`config.mk`:
```
export PLATFORM = sky130hd
export DESIGN_NAME = shell_hit_judge_flat
export DESIGN_NICKNAME = d
export VERILOG_FILES = /design/src/rtl/shell_pkg.sv /design/src/rtl/shell_hit_judge_if.sv /design/src/rtl/cell_in_box.sv /design/src/rtl/shell_hit_judge.sv /design/src/flat_wrapper.sv
export SDC_FILE = /design/constraint.sdc
export NUM_CORES = 1
export LEC_CHECK = 0
export ABC_CLOCK_PERIOD_IN_PS = 6300
export CORE_UTILIZATION = 35
export DETAILED_ROUTE_END_ITERATION = 6
export PLACE_DENSITY_LB_ADDON = 0.08
export SETUP_SLACK_MARGIN = 0.3
export SYNTH_ARGS = -nofsm -noshare
export SYNTH_HDL_FRONTEND = slang
export SYNTH_SLANG_ARGS = --single-unit
```
`constraint.sdc`:
```
create_clock -name clk -period 6.3 [get_ports clk]
set_clock_uncertainty 0.15 [all_clocks]
set_input_delay 1.26 -clock clk [delete_from_list [all_inputs] [get_ports clk]]
set_output_delay 1.26 -clock clk [all_outputs]
set_load 0.02 [all_outputs]
```
`src/rtl/shell_pkg.sv`:
```
// -----------------------------------------------------------------------------
// shell_pkg
// Shared constants and types for the shell hit judge and its neighbours.
//   GAME_PLAY / GAME_RESTART : game_state codes driven by the game FSM
//   N_SHELL / POS_W          : shells per tank and coordinate width
//   UP/DOWN/LEFT/RIGHT       : shell direction codes used by the shell block
//   scan_state_e             : judge FSM states (ST_CHECK is only reached
//                              when SHELL_WALL_MAP_EN is defined)
// -----------------------------------------------------------------------------
package shell_pkg;

  localparam logic [1:0] GAME_PLAY    = 2'b01;
  localparam logic [1:0] GAME_RESTART = 2'b10;

  localparam int N_SHELL = 5;
  localparam int POS_W   = 6;

  localparam int UP    = 0;
  localparam int DOWN  = 1;
  localparam int LEFT  = 2;
  localparam int RIGHT = 3;

  // ST_SCAN doubles as the address phase of the wall-map build.
  typedef enum logic [1:0] {
    ST_WAIT    = 2'd0,
    ST_SCAN    = 2'd1,
    ST_CHECK   = 2'd2,
    ST_RESTART = 2'd3
  } scan_state_e;

endpackage

```
`src/rtl/shell_hit_judge_if.sv`:
```
// -----------------------------------------------------------------------------
// shell_hit_judge_if
// Bundles the signals between the judge, the shell block and the game FSM.
//   slave  : the judge (reads positions/state, drives vanish/hit/life count)
//   master : the environment (shell block, game FSM, wall ROM)
// Optional macro SHELL_WALL_MAP_EN adds wall_rd_addr / wall_rd_data.
//
// Shell hand-back protocol: the judge pulses vanish[i] for one cycle; the
// shell block answers by raising valid_shell[i] (idle) some cycles later.
// The judge will not pulse vanish[i] again until it has seen valid_shell[i]=1.
// -----------------------------------------------------------------------------
interface shell_hit_judge_if;
  import shell_pkg::*;

  logic [1:0]               game_state;
  logic [N_SHELL*POS_W-1:0] shell_x_pos;
  logic [N_SHELL*POS_W-1:0] shell_y_pos;
  logic [N_SHELL-1:0]       valid_shell;
  logic [POS_W-1:0]         enemy_x_pos;
  logic [POS_W-1:0]         enemy_y_pos;
  logic [N_SHELL-1:0]       vanish;
  logic                     hit;
  logic [1:0]               hit_count;
  logic                     dead;
  scan_state_e              dbg_state;
`ifdef SHELL_WALL_MAP_EN
  logic [2*POS_W-1:0]       wall_rd_addr;
  logic                     wall_rd_data;
`endif

  modport slave (
    input  game_state, shell_x_pos, shell_y_pos, valid_shell,
    input  enemy_x_pos, enemy_y_pos,
`ifdef SHELL_WALL_MAP_EN
    input  wall_rd_data,
    output wall_rd_addr,
`endif
    output vanish, hit, hit_count, dead, dbg_state
  );

  modport master (
    output game_state, shell_x_pos, shell_y_pos, valid_shell,
    output enemy_x_pos, enemy_y_pos,
`ifdef SHELL_WALL_MAP_EN
    output wall_rd_data,
    input  wall_rd_addr,
`endif
    input  vanish, hit, hit_count, dead, dbg_state
  );

endinterface

```
`src/rtl/cell_in_box.sv`:
```
// -----------------------------------------------------------------------------
// cell_in_box
// Combinational test: is point (i_pt_x,i_pt_y) inside the square box whose
// top-left corner is (i_box_x,i_box_y) and whose side is i_size cells?
//   i_pt_x, i_pt_y   : point
//   i_box_x, i_box_y : box origin
//   i_size           : box side in cells (>= 1)
//   o_inside         : 1 when the point lies in the box
// The far edge is computed one bit wider so a box near 63 does not wrap.
// -----------------------------------------------------------------------------
module cell_in_box
  import shell_pkg::*;
(
  input  logic [POS_W-1:0] i_pt_x,
  input  logic [POS_W-1:0] i_pt_y,
  input  logic [POS_W-1:0] i_box_x,
  input  logic [POS_W-1:0] i_box_y,
  input  logic [POS_W-1:0] i_size,
  output logic             o_inside
);

  logic [POS_W:0] w_x_end;
  logic [POS_W:0] w_y_end;

  assign w_x_end  = {1'b0, i_box_x} + {1'b0, i_size};
  assign w_y_end  = {1'b0, i_box_y} + {1'b0, i_size};
  assign o_inside = (i_pt_x >= i_box_x) && ({1'b0, i_pt_x} < w_x_end) &&
                    (i_pt_y >= i_box_y) && ({1'b0, i_pt_y} < w_y_end);

endmodule

```
`src/rtl/shell_hit_judge.sv`:
```
// -----------------------------------------------------------------------------
// shell_hit_judge
// Scans one tank's shells round-robin, vanishes shells that leave the arena or
// strike the opposing tank, and keeps the opponent's hit/life count.
//   clk, rst     : clock, synchronous active-high reset
//   io (slave)   : game_state, shell positions, valid_shell, enemy position in;
//                  vanish, hit, hit_count, dead, dbg_state out
// Optional macro SHELL_WALL_MAP_EN: adds a wall-map ROM lookup; each shell
// then takes an address cycle (ST_SCAN) and a check cycle (ST_CHECK).
// -----------------------------------------------------------------------------
module shell_hit_judge
  import shell_pkg::*;
#(
  parameter int ARENA_X_MAX = 39,
  parameter int ARENA_Y_MAX = 29,
  parameter int TANK_W      = 2,
  parameter int LIVES       = 3
) (
  input logic              clk,
  input logic              rst,
  shell_hit_judge_if.slave io
);

  localparam logic [POS_W-1:0] X_MAX_C  = POS_W'(ARENA_X_MAX);
  localparam logic [POS_W-1:0] Y_MAX_C  = POS_W'(ARENA_Y_MAX);
  localparam logic [POS_W-1:0] SIZE_C   = POS_W'(TANK_W);
  localparam logic [1:0]       LIVES_C  = 2'(LIVES);
  localparam logic [1:0]       LIVES_M1 = 2'(LIVES - 1);
  localparam logic [2:0]       IDX_LAST = 3'(N_SHELL - 1);

  scan_state_e        r_state;
  scan_state_e        w_next;
  logic [2:0]         r_idx;
  logic [N_SHELL-1:0] r_pending;
  logic [N_SHELL-1:0] r_vanish;
  logic               r_hit;
  logic [1:0]         r_hit_count;
  logic               r_dead;

  logic [POS_W-1:0]   w_x;
  logic [POS_W-1:0]   w_y;
  logic [N_SHELL-1:0] w_onehot;
  logic               w_enemy;
  logic               w_oob;
  logic               w_wall;
  logic               w_play;
  logic               w_eval;
  logic               w_fire;
  logic               w_fire_hit;
  logic               w_clear;

  // Position of the shell under the scan index.
  always_comb begin
    w_x = '0;
    w_y = '0;
    for (int k = 0; k < N_SHELL; k++) begin
      if (r_idx == 3'(k)) begin
        w_x = io.shell_x_pos[k*POS_W +: POS_W];
        w_y = io.shell_y_pos[k*POS_W +: POS_W];
      end
    end
  end

  assign w_onehot = {{(N_SHELL-1){1'b0}}, 1'b1} << r_idx;
  // Unsigned compare: a shell that stepped below 0 wraps to 63 and is caught.
  assign w_oob    = (w_x > X_MAX_C) || (w_y > Y_MAX_C);

  cell_in_box u_enemy_box (
    .i_pt_x  (w_x),
    .i_pt_y  (w_y),
    .i_box_x (io.enemy_x_pos),
    .i_box_y (io.enemy_y_pos),
    .i_size  (SIZE_C),
    .o_inside(w_enemy)
  );

`ifdef SHELL_WALL_MAP_EN
  assign io.wall_rd_addr = {w_y, w_x};
  assign w_wall          = io.wall_rd_data;
  assign w_eval          = (r_state == ST_CHECK);
`else
  assign w_wall          = 1'b0;
  assign w_eval          = (r_state == ST_SCAN);
`endif

  // Next state and per-cycle decisions.
  always_comb begin
    w_next     = r_state;
    w_play     = (io.game_state == GAME_PLAY);
    w_clear    = (io.game_state == GAME_RESTART) || (r_state == ST_RESTART);
    // A slot is judged only while its shell is in flight and not already
    // waiting for the shell block to take it back.
    w_fire     = w_eval && w_play && !io.valid_shell[r_idx] && !r_pending[r_idx] &&
                 (w_enemy || w_wall || w_oob);
    // Enemy contact wins over wall and bounds: it is the only case that scores.
    w_fire_hit = w_fire && w_enemy;

    if (io.game_state == GAME_RESTART) begin
      w_next = ST_RESTART;
    end else begin
      case (r_state)
        ST_WAIT:    if (w_play) w_next = ST_SCAN;
`ifdef SHELL_WALL_MAP_EN
        ST_SCAN:    w_next = w_play ? ST_CHECK : ST_WAIT;
`else
        ST_SCAN:    w_next = w_play ? ST_SCAN : ST_WAIT;
`endif
        ST_CHECK:   w_next = w_play ? ST_SCAN : ST_WAIT;
        ST_RESTART: w_next = ST_WAIT;
        default:    w_next = ST_WAIT;
      endcase
    end
  end

  always_ff @(posedge clk) begin
    if (rst) begin
      r_state     <= ST_WAIT;
      r_idx       <= '0;
      r_pending   <= '0;
      r_vanish    <= '0;
      r_hit       <= 1'b0;
      r_hit_count <= '0;
      r_dead      <= 1'b0;
    end else begin
      r_state <= w_next;
      if (w_clear) begin
        r_idx       <= '0;
        r_pending   <= '0;
        r_vanish    <= '0;
        r_hit       <= 1'b0;
        r_hit_count <= '0;
        r_dead      <= 1'b0;
      end else begin
        r_vanish  <= w_fire ? w_onehot : '0;
        r_hit     <= w_fire_hit;
        r_pending <= (r_pending & ~io.valid_shell) | (w_fire ? w_onehot : '0);
        if (w_eval) begin
          r_idx <= (r_idx == IDX_LAST) ? 3'd0 : r_idx + 3'd1;
        end
        if (w_fire_hit && (r_hit_count != LIVES_C)) begin
          r_hit_count <= r_hit_count + 2'd1;
          if (r_hit_count == LIVES_M1) r_dead <= 1'b1;
        end
      end
    end
  end

  assign io.vanish    = r_vanish;
  assign io.hit       = r_hit;
  assign io.hit_count = r_hit_count;
  assign io.dead      = r_dead;
  assign io.dbg_state = r_state;

endmodule

```
`src/flat_wrapper.sv`:
```
// flat-port wrapper written by rule: the top's interface ports become plain ports
module shell_hit_judge_flat import shell_pkg::*;
#(
  parameter int ARENA_X_MAX = 39,
  parameter int ARENA_Y_MAX = 29,
  parameter int TANK_W      = 2,
  parameter int LIVES       = 3
)
  (clk, rst, io_game_state, io_shell_x_pos, io_shell_y_pos, io_valid_shell, io_enemy_x_pos, io_enemy_y_pos, io_vanish, io_hit, io_hit_count, io_dead, io_dbg_state);
  shell_hit_judge_if io_i ();
  input logic clk;
  input logic rst;
  input wire logic [$bits(io_i.game_state)-1:0] io_game_state;
  input wire logic [$bits(io_i.shell_x_pos)-1:0] io_shell_x_pos;
  input wire logic [$bits(io_i.shell_y_pos)-1:0] io_shell_y_pos;
  input wire logic [$bits(io_i.valid_shell)-1:0] io_valid_shell;
  input wire logic [$bits(io_i.enemy_x_pos)-1:0] io_enemy_x_pos;
  input wire logic [$bits(io_i.enemy_y_pos)-1:0] io_enemy_y_pos;
  output wire logic [$bits(io_i.vanish)-1:0] io_vanish;
  output wire logic [$bits(io_i.hit)-1:0] io_hit;
  output wire logic [$bits(io_i.hit_count)-1:0] io_hit_count;
  output wire logic [$bits(io_i.dead)-1:0] io_dead;
  output wire logic [$bits(io_i.dbg_state)-1:0] io_dbg_state;
  assign io_i.game_state = io_game_state;
  assign io_i.shell_x_pos = io_shell_x_pos;
  assign io_i.shell_y_pos = io_shell_y_pos;
  assign io_i.valid_shell = io_valid_shell;
  assign io_i.enemy_x_pos = io_enemy_x_pos;
  assign io_i.enemy_y_pos = io_enemy_y_pos;
  assign io_vanish = io_i.vanish;
  assign io_hit = io_i.hit;
  assign io_hit_count = io_i.hit_count;
  assign io_dead = io_i.dead;
  assign io_dbg_state = io_i.dbg_state;
  shell_hit_judge #(.ARENA_X_MAX(ARENA_X_MAX), .ARENA_Y_MAX(ARENA_Y_MAX), .TANK_W(TANK_W), .LIVES(LIVES)) u_core (.clk(clk), .rst(rst), .io(io_i));
endmodule
```
# --- Word level (Yosys, flattened, before mapping) ---
# Index checks and enable logic that the tools add are counted.
totals:
  register_bits: 19
  word_cells: 73
op_classes:
  bitwise: 3
  n_reduce_logical: 19
  n_eq_ne: 12
  magnitude_cmp: 7
  mux: 20
  addsub: 4
  n_shift: 1
ops:
  columns: ["operator", "count"]
  rows:
  - ["$mux 6", 10]
  - ["$add 6x2->7 const B", 2]
  - ["$lt 6x7->1", 2]
  - ["$ge 6x6->1", 2]
  - ["$logic_and 1x1->1", 9]
  - ["$eq 2x2->1 const B", 4]
  - ["$bmux 1 s3", 2]
  - ["$eq 3x2->1 const B", 2]
  - ["$gt 6x5->1 const B", 1]
  - ["$gt 6x6->1 const B", 1]
  - ["$pmux 2 s3", 1]
  - ["$and 5x5->5", 1]
  - ["$mux 5", 1]
  - ["$not 5->5", 1]
  - ["$or 5x5->5", 1]
  - ["$shl 1x3->5 const A", 1]
  - ["$eq 2x1->1 const B", 2]
  - ["$lt 3x4->1 const B", 1]
  - ["$mux 2", 2]
  - ["$reduce_or 2->1", 2]
  - ["$add 3x1->3 const B", 1]
  - ["$eq 3x1->1 const B", 1]
  - ["$eq 3x3->1 const B", 1]
  - ["$logic_not 3->1", 1]
  - ["9 further kinds", 14]

# --- Logic depth before layout (Yosys ltp) ---
# Gate-level depths: netlist (run 1).
depth:
  depth_word: 15
  ltp_mapped: 17

# --- Modules after synthesis ---
# A second synthesis (run 1) with hierarchy kept.
hier_totals:
  cells_unflattened: 314
  area_unflattened_um2: 2478.6
by_module_without_submodules:
  columns: ["module", "area_each_um2", "seq_area_each_um2", "cells_each", "instances"]
  rows:
  - ["shell_hit_judge", 1571.5, 380.4, 203, 1]
  - ["cell_in_box", 907.1, 0.0, 111, 1]

# --- Worst setup path before layout (run 1) ---
# OpenSTA, ideal clock, no wires.
synth_path:
  kind: "reg-to-reg"
  from: "reg u_core.r_idx[1]"
  to: "reg u_core.r_pending[0]"
  slack_ns: 2.557
  arrival_time_ns: 3.456
  stages_incl_launch_ff: 17
  setup_ns: 0.137
  required_ns: 6.013
  cell_sequence: "dfxtp_1 > inv_1 > ha_1 > clkbuf_1 > nor3b_1 > a22oi_1 > a211oi_1 > a21oi_1 > nor2_1 > a21oi_1 > ha_1 > nand2b_1 > a2111oi_0 > o31ai_1 > o2111a_1 > a2111oi_4 > o21ai_1"
synth_between:
  elab_chain_cells: 14
synth_lines:
  columns: ["element", "line", "source"]
  rows:
  - ["start: declaration", "shell_hit_judge.sv:33", "logic [2:0] r_idx;"]
  - ["start signal: assignment", "shell_hit_judge.sv:138", "r_idx <= (r_idx == IDX_LAST) ? 3'd0 : r_idx + 3'd1;"]
  - ["$logic_not 3->1", "shell_hit_judge.sv:57", "if (r_idx == 3'(k)) begin"]
  - ["$mux 6 (5 in series)", "shell_hit_judge.sv:57", null]
  - ["$lt 6x7->1 / $ge 6x6->1 (equally long branches)", "cell_in_box.sv:27", "assign o_inside = (i_pt_x >= i_box_x) && ({1'b0, i_pt_x} < w_x_end) &&"]
  - ["$logic_and 1x1->1 (2 in series)", "cell_in_box.sv:27", null]
  - ["$logic_and 1x1->1", "cell_in_box.sv:28", "(i_pt_y >= i_box_y) && ({1'b0, i_pt_y} < w_y_end);"]
  - ["$logic_or 1x1->1", "shell_hit_judge.sv:94", "(w_enemy || w_wall || w_oob);"]
  - ["$logic_and 1x1->1", "shell_hit_judge.sv:93", "w_fire = w_eval && w_play && !io.valid_shell[r_idx] && !r_pending[r_idx] &&"]
  - ["$mux 5 (*)", null, null]
  - ["$or 5x5->5 (*)", "shell_hit_judge.sv:136", "r_pending <= (r_pending & ~io.valid_shell) | (w_fire ? w_onehot : '0);"]
  - ["end signal: assignment", "shell_hit_judge.sv:136", null]
  - ["end: declaration", "shell_hit_judge.sv:34", "logic [N_SHELL-1:0] r_pending;"]
# Mark *: on every way between the ends. The rest lies on a longest branch, timed or not. The select of a mux whose other input is x is not followed.
# A chain may end at the register's enable or synchronous reset.

# --- Final worst setup path (run 1) ---
layout_path:
  from: "reg u_core.r_idx[1]"
  to: "reg u_core.r_pending[3]"
# The elaborated chain is that of the path after synthesis.

==> results.txt, run 1 <==
result of the run: finished, final reports clean
count of endpoints failing hold in the final timing report: 0
Synth async-reset ratio: 0%
CTS clock-pin slew for the worst setup and hold paths: 0.07 ns
maximum number of pins on one net before global-route repair: 20
RSZ-0062 raised after global routing: false
Buffers on Ports: 91
clock sink count: 19
crit end category: register
peak supply drop: 0.000121 V
predominant post-synthesis flop cell: sky130_fd_sc_hd__dfxtp_1
die height: 79.4 um
num rows: 27
gate count of the mapped netlist: 273
Filler Cells Inserted: 548
setup-violating endpoint count in the final report: 0
post-route fraction of the period consumed by the critical path: 71.1%
Via-to-Cell Ratio: 5.13
number of flops mapped to enable cells by yosys: 0
number of nets in the layout: 471
Vias: 2,189
power per cell area: 139 nW/um^2
Clock Tree Buf Depth: 2
cell taking the most area after synthesis: sky130_fd_sc_hd__ha_1
via count of the first global-routing pass: 2,048
die footprint: 6300 sq um
portion of the post-synthesis area used by sequential elements: 18.1%
First-pass DRT Iterations: 4
max-cap violations: 0
routed wl met3: 169 um
total wire length after detailed routing: 6170 um
post-CTS setup buffers: 0
transition at the pin with the smallest max-transition slack: 0.772 ns
post-synthesis to final-layout area growth: 46.5%
final instance area: 3070 sq um
clock tree from TritonCTS: done
H-tree levels: 1
data arrival time of the critical path: 4.44 ns
syn_area_per_cell: 7.68 sq um
Inserted Clock Buffers: 3
post-synth design cell area: 2100 sq um
commonest cells after routing, fill and taps aside: 91 x sky130_fd_sc_hd__clkdlybuf4s50_1, 34 x sky130_fd_sc_hd__ha_1, 26 x sky130_fd_sc_hd__nor2_1
most common library cell in the layout ignoring fill and taps: sky130_fd_sc_hd__clkdlybuf4s50_1
Slew HR: 48.5%
maximum clock frequency: 0.223 GHz
leakage power of the design: 0.00124 uW
top area cells in the synthesized netlist: sky130_fd_sc_hd__ha_1 20%, sky130_fd_sc_hd__dfxtp_1 18%, sky130_fd_sc_hd__a21oi_1 5.5%
DRT antenna net count: 0
count of cell types in the netlist: 47
global-route total usage across every layer: 19.6%
nets in the synthesized netlist: 388
max-slew violation count: 0
final critical-path required period: 4.48 ns
number of primary I/O pins: 92
worst path required time: 6.27 ns
worst setup slack after layout: 1.82 ns
wire length the detailed router placed on met1: 2950 um
setup_tns: 0 ns
number of synthesis warnings: 0
final HPWL from detailed placement: 4940 um
worst-case setup slack after placement: 1.64 ns
Min-Delay Path Class: register to register
die width: 79.4 um
hold bufs inserted after CTS: 0
routability congestion estimate from global placement: 0.814
Min Hold Slack: 0.324 ns
Resized Gates After CTS: 0
drt drc: 0
Clk Latency, worst-skew pair: 0.26 ns
drt initial violations: 85
overall overflow remaining after global route: 0
share of final-layout standard cells stronger than drive strength 1: 2.54%
metal2 WL: 3010 um
Std-Cell Core Area: 5640 sq um
routed length per instance: 14.4 um
initial core utilization: 37.1%
Top Metal Used: met4
category of the worst setup path launch point: register
initial antenna violation count: 0
maximum fanout along the worst path: 15
clock tree root buffer cell: sky130_fd_sc_hd__clkbuf_8
post-synthesis sequential element count: 19
# diodes: 0
wire length of the first global-routing pass: 9860 um
fraction of synthesized cell area taken by the top area cell type: 20.3%
total power of the final layout: 426 uW
classification of the worst setup path: register to register
placed instance area: 3030 sq um
-- area by class of cell --
| cell class | count | area [sq um] | area share (%) |
|---|---|---|---|
| Inverter | 20 | 77.6 | 2.53 |
| Multi-Input combinational cell | 221 | 1570 | 51.0 |
| Tap cell | 72 | 90.1 | 2.93 |
| Clock buffer | 4 | 45.0 | 1.47 |
| Timing Repair Buffer | 91 | 911 | 29.7 |
| Sequential cell | 19 | 380 | 12.4 |
-- critical path, stage by stage (launching register included) --
cell and delay (ns):
sky130_fd_sc_hd__dfxtp_1 0.34, sky130_fd_sc_hd__inv_1 0.14, sky130_fd_sc_hd__ha_1 0.52, sky130_fd_sc_hd__nor3b_1 0.47, sky130_fd_sc_hd__a22oi_1 0.16, sky130_fd_sc_hd__a211oi_1 0.28, sky130_fd_sc_hd__a21oi_1 0.06, sky130_fd_sc_hd__nor2_1 0.11
sky130_fd_sc_hd__a21oi_1 0.06, sky130_fd_sc_hd__ha_1 0.29, sky130_fd_sc_hd__nand2b_1 0.14, sky130_fd_sc_hd__a2111oi_0 0.48, sky130_fd_sc_hd__o31ai_1 0.15, sky130_fd_sc_hd__o2111a_1 0.27, sky130_fd_sc_hd__a2111oi_4 0.55, sky130_fd_sc_hd__o21ai_1 0.15
-- per-layer routing --
metal	vias to the layer above	GRT usage, %
met3	4	0.800
met4	0	4.36
met5	-	0
met1	993	27.0
met2	35	33.5
li1	1157	-
-- power by group --
part           internal (uW)  switching, uW
logic                    118           99.4
registers                122           2.57
clock network           45.0           38.7
total                    285            141
-- synth_stat cells (all sizes together), types with 3 or more instances --
master	number
o21a	5
nand2b	6
a31oi	5
nand3b	10
o21bai	4
dfxtp	19
a22oi	4
a211oi	8
and3	4
nand3	12
inv	20
a21oi	24
nor2	26
nor3	3
nand2	19
ha	34
buf	6
nor2b	5
o21ai	16
mux2i	3
xnor2	6
a2111oi	3
clkbuf	7
-- final timing paths --
kind | slack (ns) | cells past startpoint | end | from
worst min-delay path | 0.32 | 2 | u_core.r_pending[0] | u_core.r_pending[0]
worst min register to register | 0.32 | 2 | u_core.r_pending[0] | u_core.r_pending[0]
worst max-delay path | 1.82 | 15 | u_core.r_pending[3] | u_core.r_idx[1]
worst max register to register | 1.82 | 15 | u_core.r_pending[3] | u_core.r_idx[1]
-- logic make-up after synthesis --
logic type / after synthesis / synth area share (%)
multiplexers: 4 / 2.51
XOR/XNOR: 6 / 2.51
adder cells (fa/ha/maj): 34 / 20.3
AO/OA/AOI/OAI: 84 / 27.3
AND/OR/NAND/NOR: 93 / 22.1
buffers and inverters: 33 / 7.10
flip-flops: 19 / 18.1
-- state kept, by name, indices dropped and copies added, names as in the netlist --
| name | flops |
|---|---|
| u_core.r_idx | 3 |
| u_core.io.hit | 1 |
| u_core.io.dead | 1 |
| u_core.io.hit_count | 2 |
| u_core.io.dbg_state | 2 |
| u_core.r_pending | 5 |
| u_core.io.vanish | 5 |
-- stage by stage --
stage / cells / util (%)
6_report: 427 / 54.4
5_1_grt: 427 / 54.4
4_1_cts: 427 / 54.4
3_5_place_dp: 423 / 53.6
3_3_place_gp: 423 / 53.6
2_1_floorplan: 273 / -
(Power assumes the default switching activity.)
==> run 2, diff against run 1 <==
--- a/config.mk
+++ b/config.mk
@@ -5,7 +5,7 @@
 export SDC_FILE = /design/constraint.sdc
 export NUM_CORES = 1
 export LEC_CHECK = 0
-export ABC_CLOCK_PERIOD_IN_PS = 6300
+export ABC_CLOCK_PERIOD_IN_PS = 3700
 export CORE_UTILIZATION = 35
 export DETAILED_ROUTE_END_ITERATION = 6
 export PLACE_DENSITY_LB_ADDON = 0.08
==> constraint.sdc (replaced) <==
create_clock -name clk -period 3.7 [get_ports clk]
set_clock_uncertainty 0.15 [all_clocks]
set_input_delay 0.74 -clock clk [delete_from_list [all_inputs] [get_ports clk]]
set_output_delay 0.74 -clock clk [all_outputs]
set_load 0.02 [all_outputs]
==> results.txt, run 2 (same netlist as run 1, synthesis figures left out) <==
count of buffering cells on the critical path with inverters included: 5 (+4)
Cells after DPL: 438 (+3.5%)
most common library cell in the layout ignoring fill and taps: sky130_fd_sc_hd__clkdlybuf4s50_1
drt drc: 0 (unchanged)
result of the run: finished, final reports clean
Slew HR: 54.9% (+6.4 points)
post-route fraction of the period consumed by the critical path: 91.2% (+20 points)
data arrival time of the critical path: 3.38 ns (-1.06 ns)
worst path required time: 3.71 ns (-2.56 ns)
Inserted Clock Buffers: 3 (unchanged)
initial antenna violation count: 0 (unchanged)
count of endpoints failing hold in the final timing report: 0 (unchanged)
num rows: 27 (unchanged)
via count of the first global-routing pass: 2,319 (+13%)
maximum fanout along the worst path: 7 (-8)
cell type of the slowest stage on the worst timing path: sky130_fd_sc_hd__dfxtp_2
overall overflow remaining after global route: 0 (unchanged)
drt initial violations: 78 (-8.2%)
Register-to-Register Setup Slack: 0.32 ns (-1.50 ns)
dominant delay contributor by cell family on the critical path: compound AO/OA/AOI/OAI gates
post-synthesis to final-layout area growth: 63.0%
commonest cells after routing, fill and taps aside: 90 x sky130_fd_sc_hd__clkdlybuf4s50_1, 30 x sky130_fd_sc_hd__ha_1, 26 x sky130_fd_sc_hd__nor2_1
hold bufs inserted after CTS: 0 (unchanged)
setup_tns: 0 ns (unchanged)
critical path launch point: u_core.r_idx[1]
die width: 79.4 um (unchanged)
routability congestion estimate from global placement: 0.800 (-1.7%)
RSZ-0062 raised after global routing: true
crit end category: register
max-cap violations: 0 (unchanged)
classification of the worst setup path: register to register
Hold Crit Start: u_core.r_pending[2]
most frequent cell on the critical path: sky130_fd_sc_hd__buf_4
number of primary I/O pins: 92 (unchanged)
H-tree levels: 1 (unchanged)
die footprint: 6300 sq um (unchanged)
final critical-path required period: 3.38 ns (-1.10 ns)
Buffers on Ports: 91 (unchanged)
category of the worst setup path launch point: register
Std-Cell Core Area: 5640 sq um (unchanged)
Vias: 2,303 (+5.2%)
DRT antenna net count: 0 (unchanged)
final HPWL from detailed placement: 5210 um (+5.6%)
Min-Delay Path Class: register to register
clock tree root buffer cell: sky130_fd_sc_hd__clkbuf_8
First-pass DRT Iterations: 4 (unchanged)
number of standard cells in the final layout excluding fillers: 450 (+5.4%)
CTS clock-pin slew for the worst setup and hold paths: 0.07 ns (about the same)
global-route total usage across every layer: 21.1% (+1.6 points)
power per cell area: 239 nW/um^2 (+73%)
total wire length after detailed routing: 6490 um (+5.2%)
Filler Cells Inserted: 524 (-4.4%)
# diodes: 0 (unchanged)
Clk Latency, worst-skew pair: 0.26 ns (about the same)
cells along the critical path: inv_4 -> ha_4 -> buf_4 -> buf_4 -> buf_4 -> o21ai_1 -> mux2i_1 -> o211ai_1 -> ha_1 -> o21a_1 -> o21ai_0 -> o21ai_1 -> o2111a_2 -> a2111oi_4 -> buf_4 -> nor2_1
largest incremental delay on the critical path: 0.38 ns (-0.17 ns)
critical register-to-register path startpoint: u_core.r_idx[1]
wire length of the first global-routing pass: 10,600 um (+7.1%)
share of final-layout standard cells stronger than drive strength 1: 15.6% (+13 points)
die height: 79.4 um (unchanged)
setup-violating endpoint count in the final report: 0 (unchanged)
Via-to-Cell Ratio: 5.12 (-0.17%)
routed length per instance: 14.4 um (-0.17%)
number of nets in the layout: 494 (+4.9%)
maximum number of pins on one net before global-route repair: 18 (-10%)
initial core utilization: 37.1% (unchanged)
peak supply drop: 0.000232 V (+92%)
leakage power of the design: 0.00141 uW (+14%)
clock sink count: 19 (unchanged)
max-slew violation count: 0 (unchanged)
maximum clock frequency: 0.296 GHz (+33%)
clock tree from TritonCTS: done
transition at the pin with the smallest max-transition slack: 0.671 ns (-0.101 ns)
Clock Tree Buf Depth: 2 (unchanged)
-- run 2: what timing repair did --
item / in CTS / in global routing
setup buffers: 7 / 0
pin swaps: 10 / 3
cloned: 1 / 0
resized for setup: 12 / 17
endpoints found under the setup margin: 13 / 13
-- run 2: worst register-to-register path, stage by stage (launching register included) --
cell and delay [ns]:
sky130_fd_sc_hd__dfxtp_2 0.38, sky130_fd_sc_hd__inv_4 0.07, sky130_fd_sc_hd__ha_4 0.17, sky130_fd_sc_hd__buf_4 0.14, sky130_fd_sc_hd__buf_4 0.15, sky130_fd_sc_hd__buf_4 0.15
sky130_fd_sc_hd__o21ai_1 0.12, sky130_fd_sc_hd__mux2i_1 0.11, sky130_fd_sc_hd__o211ai_1 0.31, sky130_fd_sc_hd__ha_1 0.30, sky130_fd_sc_hd__o21a_1 0.16, sky130_fd_sc_hd__o21ai_0 0.15
sky130_fd_sc_hd__o21ai_1 0.09, sky130_fd_sc_hd__o2111a_2 0.19, sky130_fd_sc_hd__a2111oi_4 0.37, sky130_fd_sc_hd__buf_4 0.21, sky130_fd_sc_hd__nor2_1 0.04
-- run 2: report_power, final --
| part | internal [uW] | switching, uW |
|---|---|---|
| sequential | 208 | 5.55 |
| clock | 74.9 | 68.2 |
| combinational | 261 | 199 |
-- run 2: per-layer routing --
layer / vias to the layer above / routed length [um] / track usage [%]
li1: 1204 / - / -
met3: 10 / 177 / 1.26
met1: 1044 / 2950 / 25.7
met4: 0 / 113 / 7.09
met5: - / 0 / 0
met2: 45 / 3250 / 39.1
-- run 2: metrics by stage --
stage / util [%] / hold WS, ns / cell area (sq um) / worst slack, ns / power, uW
detailed placement: 56.5 / 0.313 / 3190 / -0.00224 / 632
finish: 60.6 / 0.324 / 3420 / 0.325 / 817
global route: 60.6 / 0.355 / 3420 / 0.153 / 878
global placement: 56.5 / 0.311 / 3190 / 0.0226 / 626
CTS: 59.2 / 0.323 / 3340 / 0.307 / 807
floorplan: - / 0.303 / 2170 / 0.309 / 466
-- run 2: layout make-up --
type	instances	area [sq um]	share of cell area [%]
multi-input cells	221	1720	50.3
repair buffers	114	1090	32.0
flip-flops and latches	19	385	11.3
well taps	72	90.1	2.64
inverters	20	82.6	2.42
clock buffers	3	41.3	1.21
clock inverters	1	5.00	0.146
-- run 2: worst paths after layout --
check,end,cells past startpoint
max,u_core.io.vanish[0],16
min reg2reg,u_core.r_pending[2],2
min,u_core.r_pending[2],2
max reg2reg,u_core.io.vanish[0],16
